**src/rtl/sram_c_drain.sv**
```systemverilog
// rtl/sram_c_drain.sv - burst read-out of sram_C into a valid/ready byte stream
// Defining DRAIN_CHKSUM_EN appends a mod-2^DATA_W sum trailer byte to every run.
module sram_c_drain #(
  parameter int ADDR_W     = 10,
  parameter int DATA_W     = 8,
  parameter int FIFO_DEPTH = 4
) (
  input  logic              clk,
  input  logic              rst,
  input  logic              start,
  input  logic [ADDR_W-1:0] base_addr,
  input  logic [ADDR_W:0]   length,
  input  logic              abort,
  output logic              busy,
  output logic              done,
  output logic              sram_ce,
  output logic [ADDR_W-1:0] sram_addr,
  input  logic [DATA_W-1:0] sram_dout,
  output logic [DATA_W-1:0] out_data,
  output logic              out_valid,
  input  logic              out_ready
);

  localparam int PTR_W = (FIFO_DEPTH > 1) ? $clog2(FIFO_DEPTH) : 1;
  localparam int CNT_W = PTR_W + 1;
  localparam logic [PTR_W-1:0]  PTR_ONE  = PTR_W'(1);
  localparam logic [ADDR_W-1:0] ADDR_ONE = ADDR_W'(1);
  localparam logic [ADDR_W:0]   LEN_ONE  = (ADDR_W+1)'(1);

  typedef enum logic [2:0] {
    S_IDLE,
    S_RUN,
    S_DRAIN,
`ifdef DRAIN_CHKSUM_EN
    S_CHK,
`endif
    S_DONE
  } state_t;

  state_t             state_q, state_d;
  logic [ADDR_W-1:0]  addr_q, addr_d;
  logic [ADDR_W:0]    issue_q, issue_d;
  logic [ADDR_W:0]    accept_q, accept_d;
  logic               inflight_q, inflight_d;
  logic [DATA_W-1:0]  mem_q [FIFO_DEPTH];
  logic [PTR_W-1:0]   wr_ptr_q, wr_ptr_d;
  logic [PTR_W-1:0]   rd_ptr_q, rd_ptr_d;
  logic [CNT_W-1:0]   count_q, count_d;
`ifdef DRAIN_CHKSUM_EN
  logic [DATA_W-1:0]  sum_q, sum_d;
`endif

  logic              fifo_push;
  logic              fifo_pop;
  logic              flush;
  logic [DATA_W-1:0] fifo_head;

  assign fifo_head = mem_q[rd_ptr_q];
  assign busy      = (state_q != S_IDLE);
  assign done      = (state_q == S_DONE);
  assign sram_addr = addr_q;

`ifdef DRAIN_CHKSUM_EN
  assign out_valid = (count_q != '0) || (state_q == S_CHK);
  assign out_data  = (state_q == S_CHK) ? sum_q : fifo_head;
`else
  assign out_valid = (count_q != '0);
  assign out_data  = fifo_head;
`endif

  always_comb begin
    state_d    = state_q;
    addr_d     = addr_q;
    issue_d    = issue_q;
    accept_d   = accept_q;
    sram_ce    = 1'b0;
    flush      = 1'b0;
    fifo_pop   = 1'b0;
    fifo_push  = inflight_q;
    wr_ptr_d   = wr_ptr_q;
    rd_ptr_d   = rd_ptr_q;
    count_d    = count_q;
`ifdef DRAIN_CHKSUM_EN
    sum_d      = sum_q;
`endif

    // Credit: FIFO slots already taken plus the read still returning.
    if (state_q == S_RUN && issue_q != '0 &&
        (count_q + CNT_W'(inflight_q)) < CNT_W'(FIFO_DEPTH)) begin
      sram_ce = 1'b1;
    end
    if ((state_q == S_RUN || state_q == S_DRAIN) && count_q != '0 && out_ready) begin
      fifo_pop = 1'b1;
    end
    inflight_d = sram_ce;

    if (sram_ce) begin
      addr_d  = addr_q + ADDR_ONE;
      issue_d = issue_q - LEN_ONE;
    end
    if (fifo_pop) begin
      accept_d = accept_q - LEN_ONE;
`ifdef DRAIN_CHKSUM_EN
      sum_d    = sum_q + fifo_head;
`endif
    end

    case (state_q)
      S_IDLE: begin
        if (start) begin
          addr_d   = base_addr;
          issue_d  = length;
          accept_d = length;
`ifdef DRAIN_CHKSUM_EN
          sum_d    = '0;
          state_d  = (length == '0) ? S_CHK : S_RUN;
`else
          state_d  = (length == '0) ? S_DONE : S_RUN;
`endif
        end
      end
      S_RUN: begin
        if (issue_d == '0) state_d = S_DRAIN;
      end
      S_DRAIN: begin
`ifdef DRAIN_CHKSUM_EN
        if (accept_d == '0) state_d = S_CHK;
`else
        if (accept_d == '0) state_d = S_DONE;
`endif
      end
`ifdef DRAIN_CHKSUM_EN
      S_CHK: begin
        if (out_ready) state_d = S_DONE;
      end
`endif
      S_DONE: begin
        state_d = S_IDLE;
      end
      default: begin
        state_d = S_IDLE;
      end
    endcase

    // Abort drops everything, including a read returning this cycle.
    if (abort && state_q != S_IDLE) begin
      state_d    = S_IDLE;
      issue_d    = '0;
      accept_d   = '0;
      inflight_d = 1'b0;
      flush      = 1'b1;
      fifo_push  = 1'b0;
      fifo_pop   = 1'b0;
`ifdef DRAIN_CHKSUM_EN
      sum_d      = '0;
`endif
    end

    if (flush) begin
      wr_ptr_d = '0;
      rd_ptr_d = '0;
      count_d  = '0;
    end else begin
      if (fifo_push) wr_ptr_d = wr_ptr_q + PTR_ONE;
      if (fifo_pop)  rd_ptr_d = rd_ptr_q + PTR_ONE;
      count_d = count_q + CNT_W'(fifo_push) - CNT_W'(fifo_pop);
    end
  end

  always_ff @(posedge clk) begin
    if (rst) begin
      state_q    <= S_IDLE;
      addr_q     <= '0;
      issue_q    <= '0;
      accept_q   <= '0;
      inflight_q <= 1'b0;
      wr_ptr_q   <= '0;
      rd_ptr_q   <= '0;
      count_q    <= '0;
`ifdef DRAIN_CHKSUM_EN
      sum_q      <= '0;
`endif
      for (int i = 0; i < FIFO_DEPTH; i++) begin
        mem_q[i] <= '0;
      end
    end else begin
      state_q    <= state_d;
      addr_q     <= addr_d;
      issue_q    <= issue_d;
      accept_q   <= accept_d;
      inflight_q <= inflight_d;
      wr_ptr_q   <= wr_ptr_d;
      rd_ptr_q   <= rd_ptr_d;
      count_q    <= count_d;
`ifdef DRAIN_CHKSUM_EN
      sum_q      <= sum_d;
`endif
      if (fifo_push) begin
        mem_q[wr_ptr_q] <= sram_dout;
      end
    end
  end

endmodule

```
**config.mk**
```make
export PLATFORM = sky130hd
export DESIGN_NAME = sram_c_drain
export DESIGN_NICKNAME = d
export VERILOG_FILES = /design/src/rtl/sram_c_drain.sv
export SDC_FILE = /design/constraint.sdc
export NUM_CORES = 1
export LEC_CHECK = 0
export CAP_MARGIN = 40
export CORE_MARGIN = 10
export CORE_UTILIZATION = 56
export CTS_BUF_LIST = sky130_fd_sc_hd__clkbuf_2 sky130_fd_sc_hd__clkbuf_4 sky130_fd_sc_hd__clkbuf_8
export DETAILED_ROUTE_END_ITERATION = 6
export GPL_ROUTABILITY_DRIVEN = 1
export PLACE_DENSITY_LB_ADDON = 0.15
export SLEW_MARGIN = 20
export SYNTH_ARGS = -nofsm -noshare
export SYNTH_HDL_FRONTEND = slang
export SYNTH_SLANG_ARGS = --single-unit
```
**constraint.sdc**
```tcl
create_clock -name clk -period 3.5 [get_ports clk]
set_input_delay 0.7 -clock clk [delete_from_list [all_inputs] [get_ports clk]]
set_output_delay 0.7 -clock clk [all_outputs]
set_load 0.02 [all_outputs]
```
; After elaboration in Yosys (flattened, before gate mapping)
; Memories as Yosys holds them, arrays and structs flattened. A register that Yosys moved wholly into a read port is not among the register bits.
; Cells that the tools add are included.
[totals]
reg_bits = 43
latch_bits = 0
ramBits = 32
mem_bits_ro = 0
input_bits = 34
elab_cells = 70
mem_count = 1
[mem_list]
columns = name, words, width, rd, rd_clocked_by_memory_dff, write_ports, line_no
row1 = mem_q, 4, 8, 1, 1, 4, 45  ; logic [DATA_W-1:0] mem_q [FIFO_DEPTH];
[op_classes]
n_addsub = 8
multipliers = 0
div = 0
n_lt_le_gt_ge = 1
n_eq_ne = 6
shift = 0
n_mux = 29
bitwise_logic = 0
reduce_logical = 17
[op_table]
columns = operator, n
row1 = 11-bit two-way mux, 6
row2 = 11-bit logical NOT, 3
row3 = 10-bit two-way mux, 3
row4 = "11-bit by 1-bit subtractor with 11-bit output, second input constant", 2
row5 = 1-bit two-way mux, 11
row6 = 11-bit nonzero test, 1
row7 = "10-bit by 1-bit adder with 10-bit output, second input constant", 1
row8 = 3-bit two-way mux, 3
row9 = 3-bit one-hot mux with 3 select lines, 1
row10 = 2-bit two-way mux, 4
row11 = 8-bit two-way mux, 1
row12 = 8-bit OR reduction, 1
row13 = 3-bit by 1-bit adder with 3-bit output, 2
row14 = "3-bit by 2-bit equality test with 1-bit output, second input constant", 2
row15 = 3-bit nonzero test, 2
row16 = 1-bit logical AND, 5
row17 = "2-bit by 1-bit adder with 2-bit output, second input constant", 2
row18 = "2-bit by 1-bit != test with 1-bit output, second input constant", 2
row19 = 2-bit OR reduction, 2
row20 = "3-bit by 1-bit equality test with 1-bit output, second input constant", 1
row21 = 3-bit logical NOT, 1
row22 = "3-bit < comparator, second input constant", 1
row23 = 3-bit AND reduction, 1
row24 = 3-bit by 1-bit subtractor with 3-bit output, 1
row25 = other kinds (2), 2

; Longest topological paths before layout
; Gate-level depths: netlist of run 1.
[depth]
depth_word = 9
depth_mapped = 12
depth_no_buf = 12

; Worst setup path before layout of run 1
; No wires, ideal clock.
[synth_timing]
path_type = register to output
start = reg issue_q[0]
end = out sram_ce
arrival_ns = 2.274
required_ns = 2.800
setup_slack_ns = 0.526
path_stages_with_launch = 9
path_cell_list = dfxtp_1 -> clkbuf_1 -> inv_1 -> ha_1 -> or3b_4 -> or4_4 -> o21ai_1 -> inv_1 -> clkbuf_1
[synth_between]
elab_chain_cells = 4
[synth_lines]
columns = item, line_no
row1 = from (decl), 42  ; logic [ADDR_W:0] issue_q, issue_d;
row2 = from (signal assigned), 189  ; issue_q <= issue_d;
row3 = 11-bit nonzero test, 88  ; if (state_q == S_RUN && issue_q != '0 &&
row4 = 1-bit logical AND (2 in series), 88
row5 = 1-bit two-way mux, 88
row6 = to (decl), 16  ; output logic sram_ce,
; Every way passes these cells.

; Worst setup path after layout of run 1
; Same ends and word-level chain as after synthesis.

==> impl_metrics.json, run 1 <==
{
  "power.density_nw_per_um2": 693.2,
  "cts_tree": "yes",
  "path_clk_slew_ps": 70,
  "overflow": 0,
  "p_sw_mw": 1.128,
  "r2r_setup_slack_ps": 510,
  "worstSkewPairLatency_ps": 340,
  "start_util": 0.5770,
  "peakVddDrop_uv": 506.0,
  "required_ps": 2800,
  "syn_avg_cell_area_um2": 10.12,
  "slowest_stage": "or4_4",
  "power.internal_mw": 2.023,
  "synthesis.nets": 408,
  "period_share": 0.8782,
  "path_common_cell": "inv_1",
  "fp-row-count": 29,
  "portBuffers": 55,
  "max-slew-margin-rel": 0.4729,
  "wl_um": 8639,
  "slew_viol_final": 0,
  "cts_buffer_depth": 2,
  "period_needed_ps": 3074,
  "finalSetupViolCount": 0,
  "max_freq_mhz": 325.3,
  "hpwl_um": 6398,
  "vias_per_cell": 5.591,
  "arrival_ps": 2370,
  "ys_ff_latch": 76,
  "cp_max_fo": 7,
  "timing_worst_slew_pin_value_ps": 788.9,
  "antenna_cells": 0,
  "setup_tns_ps": 0,
  "critPathKind": "reg -> out",
  "grtUsageTotal": 0.1676,
  "netlist_area_um2": 3685,
  "fin_nets": 466,
  "hp-class": "reg -> reg",
  "fillers": 493,
  "slowest_delay_ps": 460,
  "path_cells": "inv_1, ha_1, or3b_4, or4_4, o21ai_1, inv_1, dlymetal6s2s_1",
  "coreArea_um2": 6386,
  "areaGrowthSynthToFinish_pct": 23.36,
  "power.share.clock": 0.229,
  "outcome": "complete, no violations",
  "grt_pass1_wl_um": 13890,
  "clockRootBuffer": "clkbuf_8",
  "power_mw": 3.151,
  "synthDistinctLibCells": 47,
  "crit_path_start_kind": "flop",
  "seqPwrFrac": 0.403,
  "ant_nets": 0,
  "numCtsBuffers": 9,
  "vias": 2818,
  "grt_max_degree": 23,
  "yosysSeqAreaShare": 0.4998,
  "drive_gt1_frac": 0.09836,
  "die_y_um": 101.1,
  "crit_path_end_kind": "output pin",
  "layout_commonest_cell": "clkdlybuf4s50_1",
  "grt_setup_unrepaired": "no",
  "finalHoldViolations": 0,
  "grt_antenna_before_repair": 0,
  "yosys_most_used_dff": "dfxtp_1",
  "combPwrFrac": 0.367,
  "most-common-layout-cells": "clkdlybuf4s50_1, nor2_1, dfxtp_1",
  "die_x_um": 101.1,
  "wire_per_inst_um": 17.14,
  "grt_pass1_vias": 2850,
  "yosysWarnings": 0,
  "drt_pass1_iterations": 4,
  "synth_edf_count": 32,
  "synthCells": 364,
  "drt_iter0_drc": 120,
  "maxCapViolCount": 0,
  "gp_congestion": 0.8896,
  "clock_skew_ps": 8.796,
  "p_sw_frac": 0.3580,
  "clkSinkCount": 76,
  "leakagePower_nw": 1.696,
  "route.detailed.drc": 0,
  "htree_levels": 3,
  "async_reset_ff_frac": 0,
  "top_level_ports": 56,
  "dieArea_um2": 10220
}
-- registers in the layout, indices dropped and copies added (netlist names), named ones only --
name / cells
sram_addr: 10
state_q: 2
inflight_q: 1
rd_ptr_q: 2
accept_q: 11
issue_q: 11
wr_ptr_q: 2
mem_q: 32
count_q: 3
-- final timing paths --
check                                 start           to  cells past startpoint
worst max-delay path             issue_q[0]      sram_ce                      7
worst max register to register   issue_q[0]   state_q[1]                      9
worst min-delay path            issue_q[10]  issue_q[10]                      2
worst min register to register  issue_q[10]  issue_q[10]                      2
-- stage by stage --
| step | util | std cells | setup WS (ps) | instance area (um2) | hold slack [ps] |
|---|---|---|---|---|---|
| 3_3_place_gp | 0.6765 | 487 | 497.8 | 4320 | 463.7 |
| 5_1_grt | 0.7118 | 504 | 319.0 | 4546 | 496.8 |
| 6_report | 0.7118 | 504 | 426.1 | 4546 | 478.0 |
| 4_1_cts | 0.7114 | 504 | 85.84 | 4543 | 476.3 |
| 2_1_floorplan | - | 364 | 526.1 | 3685 | 442.3 |
| 3_5_place_dp | 0.6777 | 488 | 382.7 | 4328 | 465.8 |
-- cells in the mapped netlist, types with 2 or more instances --
cell | n | area (um2)
and3_1 | 2 | 12.51
nand3_1 | 6 | 30.03
a41o_1 | 2 | 20.02
nand4_1 | 3 | 18.77
a311oi_1 | 2 | 17.52
nor3b_1 | 3 | 22.52
xnor2_1 | 21 | 183.9
clkbuf_1 | 14 | 52.55
a21oi_1 | 25 | 125.1
a31oi_1 | 3 | 18.77
and2_1 | 11 | 68.82
inv_1 | 20 | 75.07
xor2_1 | 13 | 113.9
nand2_1 | 25 | 93.84
o211ai_1 | 3 | 22.52
ha_1 | 9 | 112.6
edfxtp_1 | 32 | 960.9
nor4_1 | 10 | 62.56
dfxtp_1 | 44 | 880.8
nand2b_1 | 3 | 18.77
a211oi_1 | 8 | 60.06
nor3_1 | 6 | 30.03
mux4_2 | 8 | 180.2
or4_1 | 4 | 30.03
o21bai_1 | 2 | 15.01
or3_2 | 2 | 15.01
buf_1 | 2 | 7.510
or3_1 | 5 | 31.28
nor2_1 | 45 | 168.9
o21ai_0 | 12 | 60.06
or2_2 | 3 | 18.77
-- critical path, delay by kind of cell, from the launching register on --
kind,cells,cell delay (ps)
AO/OA/AOI/OAI,1,190
AND/OR/NAND/NOR,2,890
buffers and inverters,3,370
adder cells (fa/ha/maj),1,230
flip-flops,1,370
-- metal layers --
metal | global-route usage | routed length (um) | up-vias
met1 | 0.2048 | 3702 | 1324
met5 | 0 | 0 | -
met4 | 0.06109 | 134 | 0
met3 | 0.03018 | 412 | 12
met2 | 0.2876 | 4390 | 69
li1 | - | - | 1413
-- power groups by stage --
stage                     clock [mW]  sequential (mW)  combinational (mW)
final                          0.722             1.27                1.16
after global routing           0.758             1.30                1.27
after CTS                      0.722             1.27                1.16
after detailed placement           0             1.29                1.15
after global placement             0             1.28                1.13
after floorplan                    0             1.26               0.791
-- area by class of cell --
class | count | area (um2) | share of cell area
clock inverter | 7 | 91.34 | 0.02009
timing repair buffer | 64 | 620.6 | 0.1365
inverter | 20 | 75.07 | 0.01652
tap | 77 | 96.34 | 0.02119
clock buffer | 9 | 123.9 | 0.02725
sequential | 76 | 1842 | 0.4052
multi-input combinational | 251 | 1697 | 0.3732
-- cells by family after synthesis --
kind of cell | after synthesis | synth area share
xor gates and xnor gates | 34 | 0.08082
buffers and inverters | 37 | 0.03973
and+or+nand+nor | 133 | 0.1810
DFF | 76 | 0.4998
AOI/OAI and AO/OA | 66 | 0.1138
muxes | 8 | 0.04890
adders and majority gates | 10 | 0.03599
-- repair_timing --
item,in CTS,in global routing
hold buffers,0,0
setup buffers,0,0
hold endpoints to repair,0,0
setup endpoints to repair,0,1
resized for setup,0,1
Power figures use the tool's default switching activity.
==> inputs of run 2 (changes only) <==
CORE_UTILIZATION = 40   (was 56)
==> run 2 against run 1 <==
Against the previous run: global-route usage is 2.9 points lower; cell area is 0.52% higher; fmax is 0.52% lower; register-to-register slack better by 80 ps; combinational power hardly changed; core utilization is 20 points lower; critical path depth stayed put; sequential power hardly changed; via count is 0.53% higher; clock skew is 8.4 ps higher; clock power is 3.9% lower.
==> impl_metrics.json, run 2 (synthesis gave the netlist of run 1 again) <==
{
  "die_x_um": 116.0,
  "finalSetupViolCount": 0,
  "max-slew-margin-rel": 0.4745,
  "clkSinkCount": 76,
  "path_common_cell": "inv_1",
  "path_clk_slew_ps": 80,
  "layout_commonest_cell": "clkdlybuf4s50_1",
  "top_level_ports": 56,
  "grt_pass1_wl_um": 14610,
  "fillers": 833,
  "hp-class": "reg -> reg",
  "power.density_nw_per_um2": 682.2,
  "period_share": 0.8828,
  "wire_per_inst_um": 16.72,
  "finalHoldViolations": 0,
  "ff_latch_area_um2": 1842,
  "gp_congestion": 0.8023,
  "cts_buffer_depth": 2,
  "drt_pass1_iterations": 4,
  "grt_max_degree": 32,
  "largest_register": "mem_q",
  "reg_top3": "mem_q: 32 flops, accept_q: 11 flops, issue_q: 11 flops",
  "power.internal_mw": 1.960,
  "peakVddDrop_uv": 400.6,
  "p_sw_mw": 1.158,
  "clockRootBuffer": "clkbuf_8",
  "dieArea_um2": 13450,
  "overflow": 0,
  "setup_tns_ps": 0,
  "coreArea_um2": 8848,
  "crit_path_end_kind": "output pin",
  "maxCapViolCount": 0,
  "die_y_um": 116.0,
  "path_cells": "inv_1, ha_1, or3b_4, or4_4, o21ai_1, inv_1, dlymetal6s2s_1",
  "clock_skew_ps": 17.21,
  "cts_tree": "yes",
  "start_util": 0.4164,
  "max_freq_mhz": 323.6,
  "cp_max_fo": 7,
  "most-common-layout-cells": "clkdlybuf4s50_1, nor2_1, dfxtp_1",
  "antenna_cells": 0,
  "slew_viol_final": 0,
  "route.detailed.drc": 0,
  "outcome": "complete, no violations",
  "largest_reg_flops": 32,
  "critPathKind": "reg -> out",
  "areaGrowthSynthToFinish_pct": 24.01,
  "grtUsageTotal": 0.1391,
  "seqPwrFrac": 0.407,
  "crit_path_start_kind": "flop",
  "power.share.clock": 0.223,
  "vias": 2833,
  "timing_worst_slew_pin_value_ps": 786.6,
  "period_needed_ps": 3090,
  "p_sw_frac": 0.3713,
  "postCtsHoldBufs": 0,
  "portBuffers": 55,
  "wl_um": 8930,
  "drt_iter0_drc": 118,
  "grt_setup_unrepaired": "no",
  "htree_levels": 3,
  "multi_input_area_um2": 1697,
  "fp-row-count": 34,
  "combPwrFrac": 0.370,
  "worstSkewPairLatency_ps": 360,
  "ant_nets": 0,
  "hpwl_um": 6721,
  "vias_per_cell": 5.305,
  "fin_nets": 465,
  "numCtsBuffers": 9,
  "grt_pass1_vias": 2898,
  "grt_antenna_before_repair": 0,
  "slowest_stage": "or4_4",
  "leakagePower_nw": 1.693,
  "slowest_delay_ps": 460,
  "arrival_ps": 2390,
  "required_ps": 2800,
  "power_mw": 3.117,
  "drive_gt1_frac": 0.1009
}
[run 2: per-layer routing]
metal / GRT usage / vias up / wire length [um]
li1: - / 1413 / -
met1: 0.1651 / 1357 / 3919
met3: 0.04755 / 5 / 427
met4: 0.03253 / 0 / 72
met5: 0 / - / 0
met2: 0.2374 / 58 / 4510
[run 2: final cells by class]
class / count / share of cell area
Sequential cell: 76 / 0.4031
Clock buffer: 9 / 0.02711
Tap cell: 108 / 0.02957
Inverter: 20 / 0.01643
Multi-Input combinational cell: 251 / 0.3713
Clock inverter: 7 / 0.01835
Timing Repair Buffer: 63 / 0.1342
[run 2: power by group through the flow]
stage	combinational (mW)	sequential (mW)	clock, mW
after floorplan	0.791	1.26	0
after CTS	1.17	1.27	0.716
after detailed placement	1.16	1.29	0
after global routing	1.28	1.30	0.760
final	1.15	1.27	0.694
after global placement	1.15	1.29	0
[run 2: repair_timing]
| item | 4_1_cts | 5_1_grt |
|---|---|---|
| gates resized for setup | 0 | 1 |
| endpoints found under the setup margin | 0 | 1 |
| setup buffers | 0 | 0 |
[run 2: through the flow]
stage | utilization | std cells | setup slack (ps) | cell area [um2] | hold WS, ps
finish | 0.5164 | 534 | 410.1 | 4569 | 477.6
global route | 0.5164 | 534 | 238.0 | 4569 | 503.9
CTS | 0.5161 | 534 | 40.66 | 4567 | 479.6
detailed placement | 0.4926 | 518 | 443.2 | 4359 | 468.0
global placement | 0.4926 | 518 | 464.8 | 4359 | 467.9
floorplan | - | 364 | 526.1 | 3685 | 442.3
[run 2: path summary, 6_finish.rpt]
check         startpoint          end  slack (ps)  cells after the start
min          issue_q[10]  issue_q[10]         480                      2
min reg2reg  issue_q[10]  issue_q[10]         480                      2
max           issue_q[0]      sram_ce         410                      7
max reg2reg   issue_q[0]   state_q[0]         590                      9
[run 2: worst max-delay path: cells and delay by family (launching register included)]
kind	cells	cell delay, ps
buffers and inverters	3	360
adders and majority gates	1	220
AOI/OAI and AO/OA	1	200
DFF	1	390
and+or+nand+nor	2	880
==> inputs of run 3 (changes only) <==
ABC_AREA = 1   (was not set)
CAP_MARGIN = not set   (was 40)
MAX_ROUTING_LAYER = met4   (was not set)
==> run 3 against run 2 <==
Against the previous run: fmax up 2.0%; cell area rose by 11%; count of clock-buffer cells in the layout is the same; via count grew 28%; area after synthesis rose by 13%; critical path depth is 1 higher; flip-flop and latch count stayed put; synthesized cell count grew 52%; critical endpoint unchanged; largest power group is now combinational logic; highest routed layer unchanged.
==> impl_metrics.json, run 3 <==
{
  "seqPwrFrac": 0.343,
  "critPathKind": "reg -> out",
  "grt_pass1_vias": 3536,
  "die_y_um": 122.0,
  "post_cts_buffers": 0,
  "finalSetupViolCount": 0,
  "dpl.cell_count": 739,
  "cts_resized": 0,
  "grtUsageTotal": 0.1468,
  "hp-class": "reg -> reg",
  "yosys.area_share.simple": 0.3052,
  "netlist_area_um2": 4165,
  "grt_antenna_before_repair": 0,
  "htree_levels": 3,
  "die_x_um": 122.0,
  "multi_input_area_um2": 1931,
  "crit_path_end_kind": "output pin",
  "most-common-layout-cells": "nor2_1, nand2_1, inv_1",
  "power.internal_mw": 2.069,
  "grt_pass1_wl_um": 17070,
  "yosysTopAreaCell": "edfxtp_1",
  "fin_nets": 658,
  "layout_commonest_cell": "nor2_1",
  "overflow": 0,
  "combPwrFrac": 0.468,
  "netlist_top_cells_area": "edfxtp_1, dfxtp_1, nor2_1, nand2_1, inv_1",
  "ant_nets": 0,
  "synth_edf_count": 32,
  "synth_top_area_share": 0.2307,
  "fillers": 1001,
  "cp_max_fo": 17,
  "worstSkewPairLatency_ps": 360,
  "period_needed_ps": 3030,
  "setup_tns_ps": 0,
  "slowest_delay_ps": 550,
  "slew_viol_final": 0,
  "vias": 3616,
  "leakagePower_nw": 2.356,
  "drt_iter0_drc": 217,
  "synth_common_cells": "nor2_1, nand2_1, inv_1",
  "power.density_nw_per_um2": 719.3,
  "gp_congestion": 0.9317,
  "reg_top3": "mem_q: 32 flops, accept_q: 11 flops, issue_q: 11 flops",
  "p_sw_frac": 0.4320,
  "timing_worst_slew_pin_value_ps": 761.5,
  "coreArea_um2": 10230,
  "p_sw_mw": 1.573,
  "synth_xor_area_frac": 0.02734,
  "period_share": 0.8658,
  "drive_gt1_frac": 0.06947,
  "ff_latch_area_um2": 1842,
  "crit_path_start_kind": "flop",
  "yosys_most_used_dff": "dfxtp_1",
  "synthMuxAreaShare": 0,
  "maxCapViolCount": 0,
  "vias_per_cell": 4.789,
  "yosysSeqAreaShare": 0.4422,
  "hpwl_um": 7827,
  "portBuffers": 55,
  "wire_per_inst_um": 13.46,
  "clock_skew_ps": 10.02,
  "arrival_ps": 2330,
  "async_reset_ff_frac": 0,
  "path_clk_slew_ps": 80,
  "synthDistinctLibCells": 42,
  "ys_ff_latch": 76,
  "path_cells": "inv_1, ha_1, nand2_2, nor2_8, nand3_4, nand2_8, inv_2, clkdlybuf4s50_1",
  "drt_pass1_iterations": 4,
  "synth_compound_area_frac": 0.09913,
  "clkSinkCount": 76,
  "required_ps": 2800,
  "largest_reg_flops": 32,
  "largest_register": "mem_q",
  "top_level_ports": 56,
  "peakVddDrop_uv": 465.6,
  "synthCells": 554,
  "outcome": "complete, no violations",
  "syn_avg_cell_area_um2": 7.518,
  "fp-row-count": 37,
  "cts_tree": "yes",
  "finalHoldViolations": 0,
  "slowest_stage": "clkdlybuf4s50_1",
  "max-slew-margin-rel": 0.4870,
  "power.share.clock": 0.188,
  "clockRootBuffer": "clkbuf_8",
  "synthesis.nets": 598,
  "start_util": 0.4071,
  "areaGrowthSynthToFinish_pct": 21.57,
  "cts_buffer_depth": 2,
  "yosysWarnings": 0,
  "max_freq_mhz": 330.0,
  "postCtsHoldBufs": 0,
  "numCtsBuffers": 9,
  "synthAdderAreaFrac": 0.03184,
  "synth_top_family_by_area": "simple AND/OR/NAND/NOR gates",
  "antenna_cells": 0,
  "yosysMostFrequentCell": "nor2_1",
  "grt_setup_unrepaired": "no",
  "wl_um": 10170,
  "dieArea_um2": 14900,
  "grt_max_degree": 29,
  "final-instance-count-excl-fill": 755,
  "route.detailed.drc": 0
}
## run 3: layout make-up
class | instances | area share
Multi-Input combinational cell | 378 | 0.3813
Sequential cell | 76 | 0.3637
Timing Repair Buffer | 60 | 0.1161
Inverter | 89 | 0.06597
Tap cell | 136 | 0.03361
Clock buffer | 9 | 0.02446
Clock inverter | 7 | 0.01483
## run 3: cells by family after synthesis
family,count (synthesis)
DFF,76
AOI/OAI and AO/OA,75
adders and majority gates,10
and+or+nand+nor,280
buffers and inverters,100
xor gates and xnor gates,13
## run 3: critical path, delay by kind of cell, from the launching register on
kind	cells	cell delay [ps]
buffers and inverters	3	780
AND/OR/NAND/NOR	4	610
adder cells (fa/ha/maj)	1	260
flip-flops	1	330
## run 3: through the flow
stage | util | setup slack [ps] | cell area, um2 | power (mW) | hold WS, ps
after floorplan | - | 1242 | 4165 | 2.512 | 456.7
after global placement | 0.4755 | 752.7 | 4865 | 2.963 | 471.5
after detailed placement | 0.4755 | 689.4 | 4865 | 2.976 | 478.6
after CTS | 0.4949 | 445.7 | 5064 | 3.680 | 498.9
after global routing | 0.4949 | 291.5 | 5064 | 3.960 | 552.3
final | 0.4949 | 469.7 | 5064 | 3.642 | 498.3
## run 3: final timing paths
check / start / depth (start not counted) / slack, ps / end
worst max-delay path: issue_q[0] / 8 / 470 / sram_ce
worst min-delay path: wr_ptr_q[0] / 2 / 500 / wr_ptr_q[0]
worst max register to register: state_q[0] / 15 / 960 / count_q[2]
worst min register to register: wr_ptr_q[0] / 2 / 500 / wr_ptr_q[0]
## run 3: per-layer routing
layer / wire, um / track usage / vias to the layer above
met5: 0 / - / -
met3: 527 / 0.03515 / 11
met1: 4947 / 0.1826 / 1633
met4: 123 / 0.05440 / 0
met2: 4567 / 0.2264 / 76
li1: - / - / 1896
## run 3: power groups by stage
| stage | Combinational, mW | Sequential, mW | Clock (mW) |
|---|---|---|---|
| final | 1.71 | 1.25 | 0.685 |
| after CTS | 1.72 | 1.25 | 0.709 |
| after global routing | 1.94 | 1.28 | 0.745 |
| after floorplan | 1.23 | 1.28 | 0 |
| after detailed placement | 1.71 | 1.27 | 0 |
| after global placement | 1.69 | 1.27 | 0 |
